**src/rtl/pamac_pkg.sv**
```systemverilog
// Shared types and clamp limits for the PAMAC accumulation lane.
package pamac_pkg;

  typedef enum logic [1:0] {IDLE, ACCUM, RESULT} state_t;

  localparam logic [31:0] ACC_MAX = 32'h7FFFFFFF;
  localparam logic [31:0] ACC_MIN = 32'h80000000;
  localparam logic [23:0] OUT_MAX = 24'h7FFFFF;
  localparam logic [23:0] OUT_MIN = 24'h800000;

endpackage

```
**src/rtl/saturate_32_to_24.sv**
```systemverilog
// Combinational signed 32-to-24-bit saturator; sat flags a clamped value.
module saturate_32_to_24
  import pamac_pkg::*;
(
  input  logic [31:0] din,
  output logic [23:0] dout,
  output logic        sat
);

  // Representable iff the top 9 bits are a pure sign extension.
  logic in_range;
  assign in_range = (&din[31:23]) | ~(|din[31:23]);

  always_comb begin
    dout = din[23:0];
    sat  = 1'b0;
    if (!in_range) begin
      dout = din[31] ? OUT_MIN : OUT_MAX;
      sat  = 1'b1;
    end
  end

endmodule

```
**src/rtl/pamac_acc_sched.sv**
```systemverilog
// Job sequencer for one PAMAC lane: clamped 32-bit accumulate, 24-bit
// saturated result on a valid/ready port, sticky saturation-event counter.
module pamac_acc_sched
  import pamac_pkg::*;
#(
  parameter int IN_W  = 32,
  parameter int OUT_W = 24,
  parameter int LEN_W = 8,
  parameter int CNT_W = 16
) (
  input  logic             clk,
  input  logic             rst_n,
  input  logic             start,
  input  logic [LEN_W-1:0] cfg_len,
  input  logic [IN_W-1:0]  cfg_bias,
  input  logic             in_valid,
  output logic             in_ready,
  input  logic [IN_W-1:0]  in_data,
  output logic             out_valid,
  input  logic             out_ready,
  output logic [OUT_W-1:0] out_data,
  output logic             out_sat,
  output logic             busy,
  input  logic             sat_clr,
  output logic [CNT_W-1:0] sat_count
);

  state_t           state;
  logic [IN_W-1:0]  acc, sum, acc_nxt;
  logic [LEN_W-1:0] rem;
  logic             acc_clamped, ovf, range_sat;
  logic [OUT_W-1:0] sat_data;
  logic             beat, xfer;

  assign in_ready = (state == ACCUM);
  assign busy     = (state != IDLE);
  assign beat     = in_valid & in_ready;
  assign xfer     = out_valid & out_ready;

  // In IDLE the saturator sees the bias so a zero-length job can finish directly.
  always_comb begin
    sum     = acc + in_data;
    ovf     = (acc[IN_W-1] == in_data[IN_W-1]) && (sum[IN_W-1] != acc[IN_W-1]);
    acc_nxt = sum;
    if (state == IDLE)
      acc_nxt = cfg_bias;
    else if (ovf)
      acc_nxt = acc[IN_W-1] ? ACC_MIN : ACC_MAX;
  end

  saturate_32_to_24 u_sat (
    .din  (acc_nxt),
    .dout (sat_data),
    .sat  (range_sat)
  );

  always_ff @(posedge clk or negedge rst_n) begin
    if (!rst_n) begin
      state       <= IDLE;
      acc         <= '0;
      rem         <= '0;
      acc_clamped <= 1'b0;
      out_valid   <= 1'b0;
      out_data    <= '0;
      out_sat     <= 1'b0;
    end else begin
      case (state)
        IDLE: if (start) begin
          acc         <= cfg_bias;
          rem         <= cfg_len;
          acc_clamped <= 1'b0;
          if (cfg_len == '0) begin
            state     <= RESULT;
            out_data  <= sat_data;
            out_sat   <= range_sat;
            out_valid <= 1'b1;
          end else begin
            state <= ACCUM;
          end
        end
        ACCUM: if (beat) begin
          acc <= acc_nxt;
          rem <= rem - 1'b1;
          if (ovf) acc_clamped <= 1'b1;
          if (rem == LEN_W'(1)) begin
            state     <= RESULT;
            out_data  <= sat_data;
            out_sat   <= acc_clamped | ovf | range_sat;
            out_valid <= 1'b1;
          end
        end
        RESULT: if (out_ready) begin
          state     <= IDLE;
          out_valid <= 1'b0;
        end
        default: state <= IDLE;
      endcase
    end
  end

  always_ff @(posedge clk or negedge rst_n) begin
    if (!rst_n)
      sat_count <= '0;
    else if (sat_clr)
      sat_count <= '0;
    else if (xfer && out_sat && !(&sat_count))
      sat_count <= sat_count + 1'b1;
  end

endmodule
```
**config.mk**
```make
export PLATFORM = sky130hd
export DESIGN_NAME = pamac_acc_sched
export DESIGN_NICKNAME = d
export VERILOG_FILES = /design/src/rtl/pamac_pkg.sv /design/src/rtl/saturate_32_to_24.sv /design/src/rtl/pamac_acc_sched.sv
export SDC_FILE = /design/constraint.sdc
export NUM_CORES = 1
export LEC_CHECK = 0
export CAP_MARGIN = 20
export CELL_PAD_IN_SITES_DETAIL_PLACEMENT = 1
export CELL_PAD_IN_SITES_GLOBAL_PLACEMENT = 1
export CORE_UTILIZATION = 44
export CTS_BUF_LIST = sky130_fd_sc_hd__clkbuf_4
export CTS_CLUSTER_SIZE = 30
export DETAILED_ROUTE_END_ITERATION = 6
export GPL_TIMING_DRIVEN = 0
export PLACE_DENSITY_LB_ADDON = 0.1
export SYNTH_ARGS = -nofsm -noshare
export SYNTH_HDL_FRONTEND = slang
export SYNTH_HIERARCHICAL = 1
export SYNTH_SLANG_ARGS = --single-unit
```
**constraint.sdc**
```tcl
create_clock -name clk -period 6 [get_ports clk]
set_input_delay 1.2 -clock clk [delete_from_list [all_inputs] [get_ports clk]]
set_output_delay 1.2 -clock clk [all_outputs]
set_load 0.01 [all_outputs]
```
# Yosys cells after proc, flatten, opt, wreduce, memory -nomap -nowiden

Cells that the tools add are included.

Register bits after elaboration: 85
Output and inout port bits: 44

Add/subtract/negate cells: 3
Eq/ne operators: 11
Mux-type cells: 40
Bitwise operators: 6
Reductions and logical operators: 18

Operators by type and width:

| cell                                                   | number |
|---|---|
| two-way mux 32 bit                                     | 5 |
| two-way mux 24 bit                                     | 6 |
| case mux 32 bit (2 select lines)                       | 1 |
| case mux 24 bit (2 select lines)                       | 1 |
| adder 32 bit                                           | 1 |
| two-way mux 16 bit                                     | 2 |
| adder 16 x 1 -> 16 bit (second input constant)         | 1 |
| two-way mux 8 bit                                      | 2 |
| case mux 8 bit (2 select lines)                        | 1 |
| AND reduction 16 bit                                   | 1 |
| two-way mux 1 bit                                      | 13 |
| two-way mux 2 bit                                      | 5 |
| AND reduction 9 bit                                    | 1 |
| OR reduction 9 bit                                     | 1 |
| == test 8 x 1 -> 1 bit (second input constant)         | 1 |
| zero test 8 bit                                        | 1 |
| inequality test 2 x 1 -> 1 bit (second input constant) | 4 |
| AND reduction 4 bit                                    | 2 |
| subtractor 8 x 1 -> 8 bit (second input constant)      | 1 |
| case mux 2 bit (3 select lines)                        | 1 |
| AND reduction 6 bit                                    | 1 |
| nonzero test 2 bit                                     | 3 |
| AND reduction 5 bit                                    | 1 |
| inequality test 2 bit (second input constant)          | 2 |
| 14 further kinds                                       | 20 |

# Longest topological paths before layout

Depth in word-level cells: 13
Gate-level depth with buffers: 20
Gate-level depth less buffers: 16

# Hierarchy

Netlist, hierarchy kept.

Modules (own cells, without submodules):

| module            | times used | cells each | area an instance (µm²) | sequential area each (µm²) |
|---|---|---|---|---|
| pamac_acc_sched   | 1          | 761        | 6289.8                 | 2127.0 |
| saturate_32_to_24 | 1          | 65         | 434.2                  | 0.0 |

# Worst setup path before layout

No wires, ideal clock.

Kind: in2reg
Start point: input in_data[24]
End point: register out_sat
Setup time: 0.121 ns
Arrival: 4.349 ns
Slack: 1.530 ns
Stages on the path: 20
Path through: ha_1 > buf_6 > a211oi_2 > o21bai_2 > a2111oi_4 > a21oi_2 > o21a_1 > buf_6 > a21oi_4 > buf_6 > buf_6 > nand2_2 > a21oi_1 > and4_1 > buf_2 > buf_4 > nand3_1 > o21a_1 > nand2b_1 > o22a_1

Longest elaborated chain between the ends: 13

RTL lines:

| what                              | line                    | source |
|---|---|---|
| start: declaration                | pamac_acc_sched.sv:18   | `input logic [IN_W-1:0] in_data,` |
| adder 32 bit *                    | pamac_acc_sched.sv:42   | `sum = acc + in_data;` |
| inequality test 1 bit             | pamac_acc_sched.sv:43   | `ovf = (acc[IN_W-1] == in_data[IN_W-1]) && (sum[IN_W-1] != acc[IN_W-1]);` |
| logical AND 1 bit                 | pamac_acc_sched.sv:43   |  |
| two-way mux 32 bit *              | pamac_acc_sched.sv:47   | `else if (ovf)` |
| two-way mux 32 bit *              | pamac_acc_sched.sv:45   | `if (state == IDLE)` |
| net acc_nxt[24]                   | pamac_acc_sched.sv:29   | `logic [IN_W-1:0] acc, sum, acc_nxt;` |
| OR reduction 9 bit                | saturate_32_to_24.sv:12 | `assign in_range = (&din[31:23]) \| ~(\|din[31:23]);` |
| inverter 1 bit                    | saturate_32_to_24.sv:12 |  |
| OR 1 bit *                        | saturate_32_to_24.sv:12 |  |
| two-way mux 1 bit *               | saturate_32_to_24.sv:17 | `if (!in_range) begin` |
| net range_sat                     | pamac_acc_sched.sv:31   | `logic acc_clamped, ovf, range_sat;` |
| OR 1 bit                          | pamac_acc_sched.sv:88   | `out_sat <= acc_clamped \| ovf \| range_sat;` |
| two-way mux 1 bit                 | pamac_acc_sched.sv:85   | `if (rem == LEN_W'(1)) begin` |
| two-way mux 1 bit                 | pamac_acc_sched.sv:81   | `ACCUM: if (beat) begin` |
| case mux 1 bit (2 select lines) * | pamac_acc_sched.sv:67   | `case (state)` |
| end signal: assignment            | pamac_acc_sched.sv:75   | `out_sat <= range_sat;` |
| end signal: assignment            | pamac_acc_sched.sv:88   |  |
| end: declaration                  | pamac_acc_sched.sv:22   | `output logic out_sat,` |

Mark *: on every way through the listed nets, which the timed path passes. The rest lies on a longest branch. The select of a mux whose other input is x is not followed.
A chain may end at the register's enable or synchronous reset.

# Final worst setup path

Start point: input in_data[0]
End point: register out_sat

The elaborated chain is that of the path after synthesis.

==> impl_metrics.ini <==
[run_status]
outcome = finished with violations
violations = design-rule violations

[routing]
detail_route.first_pass.iterations = 7
wire_per_inst_um = 21.17
vias = 7115
postRouteAntennaNets = 0
drcViolationCount = 6
wl_um = 24350
vias_per_cell = 6.187
drt_iter0_drc = 383

[synth]
synth_ff_type = dfrtp_1
async_flop_share_pct = 100.0
ys_warn_count = 6
synthDistinctLibCells = 68
synthesis.nets = 939
synth-edff-count = 0
yosysSeqAreaShare_pct = 31.63
synth_cells = 826
syn_area_per_cell_um2 = 8.140
synth_seq_cells = 85
netlist_area_um2 = 6724

[placed_design]
gp_congestion = 0.9073
post-place-ws_ns = 0.2090
placement.io_buffers = 120
dp_hpwl_um = 18770

[cells_and_area]
multi_input_area_um2 = 4270
nNetsFinal = 1072
final_cell_mix = clkdlybuf4s50_1, a21oi_1, dfrtp_1
layout-area-overhead-vs-synth_pct = 24.04
fill_cells = 1823
mostFrequentLayoutCell = clkdlybuf4s50_1
final-seq-area_um2 = 2127
final_layout_size_suffix_gt1_share_pct = 8.921
final_util_pct = 56.74

[global_routing]
grt_pass1_wl_um = 39030
grt_usage_pct = 31.56
antenna_found_initial = 2
grt_overflow_total = 0
grt_pass1_vias = 7466
grt_max_degree = 51

[clock_network]
cts_hold_buf = 0
path_clk_slew_ns = 0.19
cts_buffers = 9
cts_num_sinks = 85
cts_setup_buffers = 0
clockBufferDepth = 2
cts_resized = 0
cts_root_buf = clkbuf_4
tritoncts = done
htreeDepth = 3
clock_latency_ns = 0.51

[worst_setup_path]
crit_fanout = 10
crit_type = in -> reg
required_ns = 6.43
path_delay_family = simple AND/OR/NAND/NOR gates
worstPathCellList = clkdlybuf4s50_1, ha_1, inv_1, fa_1, nand2b_1, a21o_1, a211oi_1, nor3_1, nor4_1, o21ai_0, nand3_1, a31oi_1, nor4_1, nand2_1, buf_6, o21a_1, nand2b_1, o22a_1
crit_path_top_delay_cell = nor4_1
start_kind = input pin
arrival_ns = 5.90
worst-path-buf-inv = 3
critPathMaxStageDelay_ns = 0.53
worstSetupEndpointType = register

[floorplanning]
core_area_um2 = 14700
fp.dieH_um = 125.6
fp-row-count = 44
die_area_um2 = 15780
pin_count = 122
initial_utilization_pct = 45.74
dieWidth_um = 125.6

[pwr]
p_per_area_nw_per_um2 = 561.4
p_leak_nw = 3.325
ir_worst_vdd_mv = 0.2128

[timing]
finalCritPeriodShare_pct = 91.17
hold_violations = 0
max_freq_mhz = 182.8
rsz0062_at_grt = false
setup_violations = 0
maxSlewHeadroom_pct = 57.32
fin_skew_ns = 0.03744
slew_violations = 0
min_period_ns = 5.470
timing.setup.tns_ns = 0
worst_slack_ns = 0.5298
tightest_slew_ns = 0.6402

[run]
cap_violations = 0

[min_path]
hold_path.class = reg -> reg
## power breakdown
| group | internal [mW] | switching [mW] |
|---|---|---|
| Clock | 0.134 | 0.250 |
| Sequential | 0.810 | 0.166 |
| Combinational | 1.34 | 1.98 |
| Total | 2.29 | 2.40 |
## metrics by stage
step	total power [mW]	instances	instance area (um2)	hold WS (ns)
floorplan	3.184	826	6724	0.4671
global placement	4.122	1130	8155	0.4823
detailed placement	4.251	1132	8185	0.4953
CTS	4.653	1148	8335	0.5306
global route	5.027	1150	8341	0.5455
finish	4.682	1150	8341	0.5263
## registers in the layout (all words and copies together) (netlist names)
| register | flops |
|---|---|
| acc | 32 |
| acc_clamped | 1 |
| out_data | 24 |
| out_sat | 1 |
| out_valid | 1 |
| rem | 8 |
| sat_count | 16 |
| state | 2 |
## kinds of logic (layout without fill, tap and decap cells)
family                     after synthesis  in the layout  share of synthesized area (%)
other                                    0              2                              0
AOI/OAI and AO/OA                      263            263                          24.41
muxes                                   29             29                          4.782
buffers and inverters                   70            208                          4.857
DFF                                     85             85                          31.63
xor gates and xnor gates                33             33                          4.299
adders and majority gates               35             35                          6.625
and+or+nand+nor                        311            311                          23.39
## cell type report
class	instances	area share (%)
Sequential cell	85	25.50
Timing Repair Buffer	122	14.76
Inverter	14	0.6301
Multi-Input combinational cell	671	51.20
Tap cell	184	2.760
Clock inverter	7	0.9901
Clock buffer	9	0.8101
Antenna cell	2	0.06001
Buffer	56	3.285
## synthesized netlist by cell type, types with 3 or more instances
cell / count / area share (%)
or3_1: 26 / 2.4
nor4_1: 8 / 0.74
nand3_1: 43 / 3.2
mux2i_1: 4 / 0.60
buf_2: 9 / 0.67
nand3b_1: 3 / 0.33
nand2_1: 57 / 3.2
a2bb2oi_1: 24 / 3.1
buf_6: 5 / 0.84
o21a_1: 7 / 0.78
nand2b_1: 11 / 1.0
a21o_1: 9 / 1.0
xnor2_1: 13 / 1.7
nand4b_1: 3 / 0.39
o22ai_1: 9 / 0.84
o31ai_1: 3 / 0.33
nand2_2: 8 / 0.74
inv_1: 14 / 0.78
ha_1: 34 / 6.3
dfrtp_1: 85 / 32
xor2_1: 20 / 2.6
buf_4: 4 / 0.45
a31oi_1: 10 / 0.93
and2_1: 4 / 0.37
a21oi_1: 104 / 7.7
mux2_2: 25 / 4.2
and3_1: 10 / 0.93
nand4_1: 16 / 1.5
nor2b_1: 3 / 0.28
nor2_1: 77 / 4.3
o21bai_1: 7 / 0.78
nor3_1: 28 / 2.1
o21ai_0: 61 / 4.5
and4_1: 4 / 0.52
clkbuf_1: 37 / 2.1
## worst paths after layout
kind	start	endpoint	slack, ns	cells after the start
hold / removal	out_data[18]	out_data[18]	0.53	1
min in group asynchronous	rst_n	acc[22]	0.63	1
hold reg to reg	out_data[18]	out_data[18]	0.53	1
setup / recovery	in_data[0]	out_sat	0.53	18
max in group asynchronous	rst_n	acc[3]	4.68	2
setup reg to reg	acc[0]	out_sat	1.35	17
## per-layer routing
metal | track usage, % | routed length, um | share of wire, %
met1 | 38.80 | 10710 | 44
met2 | 54.87 | 11810 | 49
met3 | 4.121 | 905 | 3.7
met4 | 14.42 | 870 | 3.6
met5 | 1.548 | 43 | 0.18
Note: power is estimated with default switching activity, not from simulation.
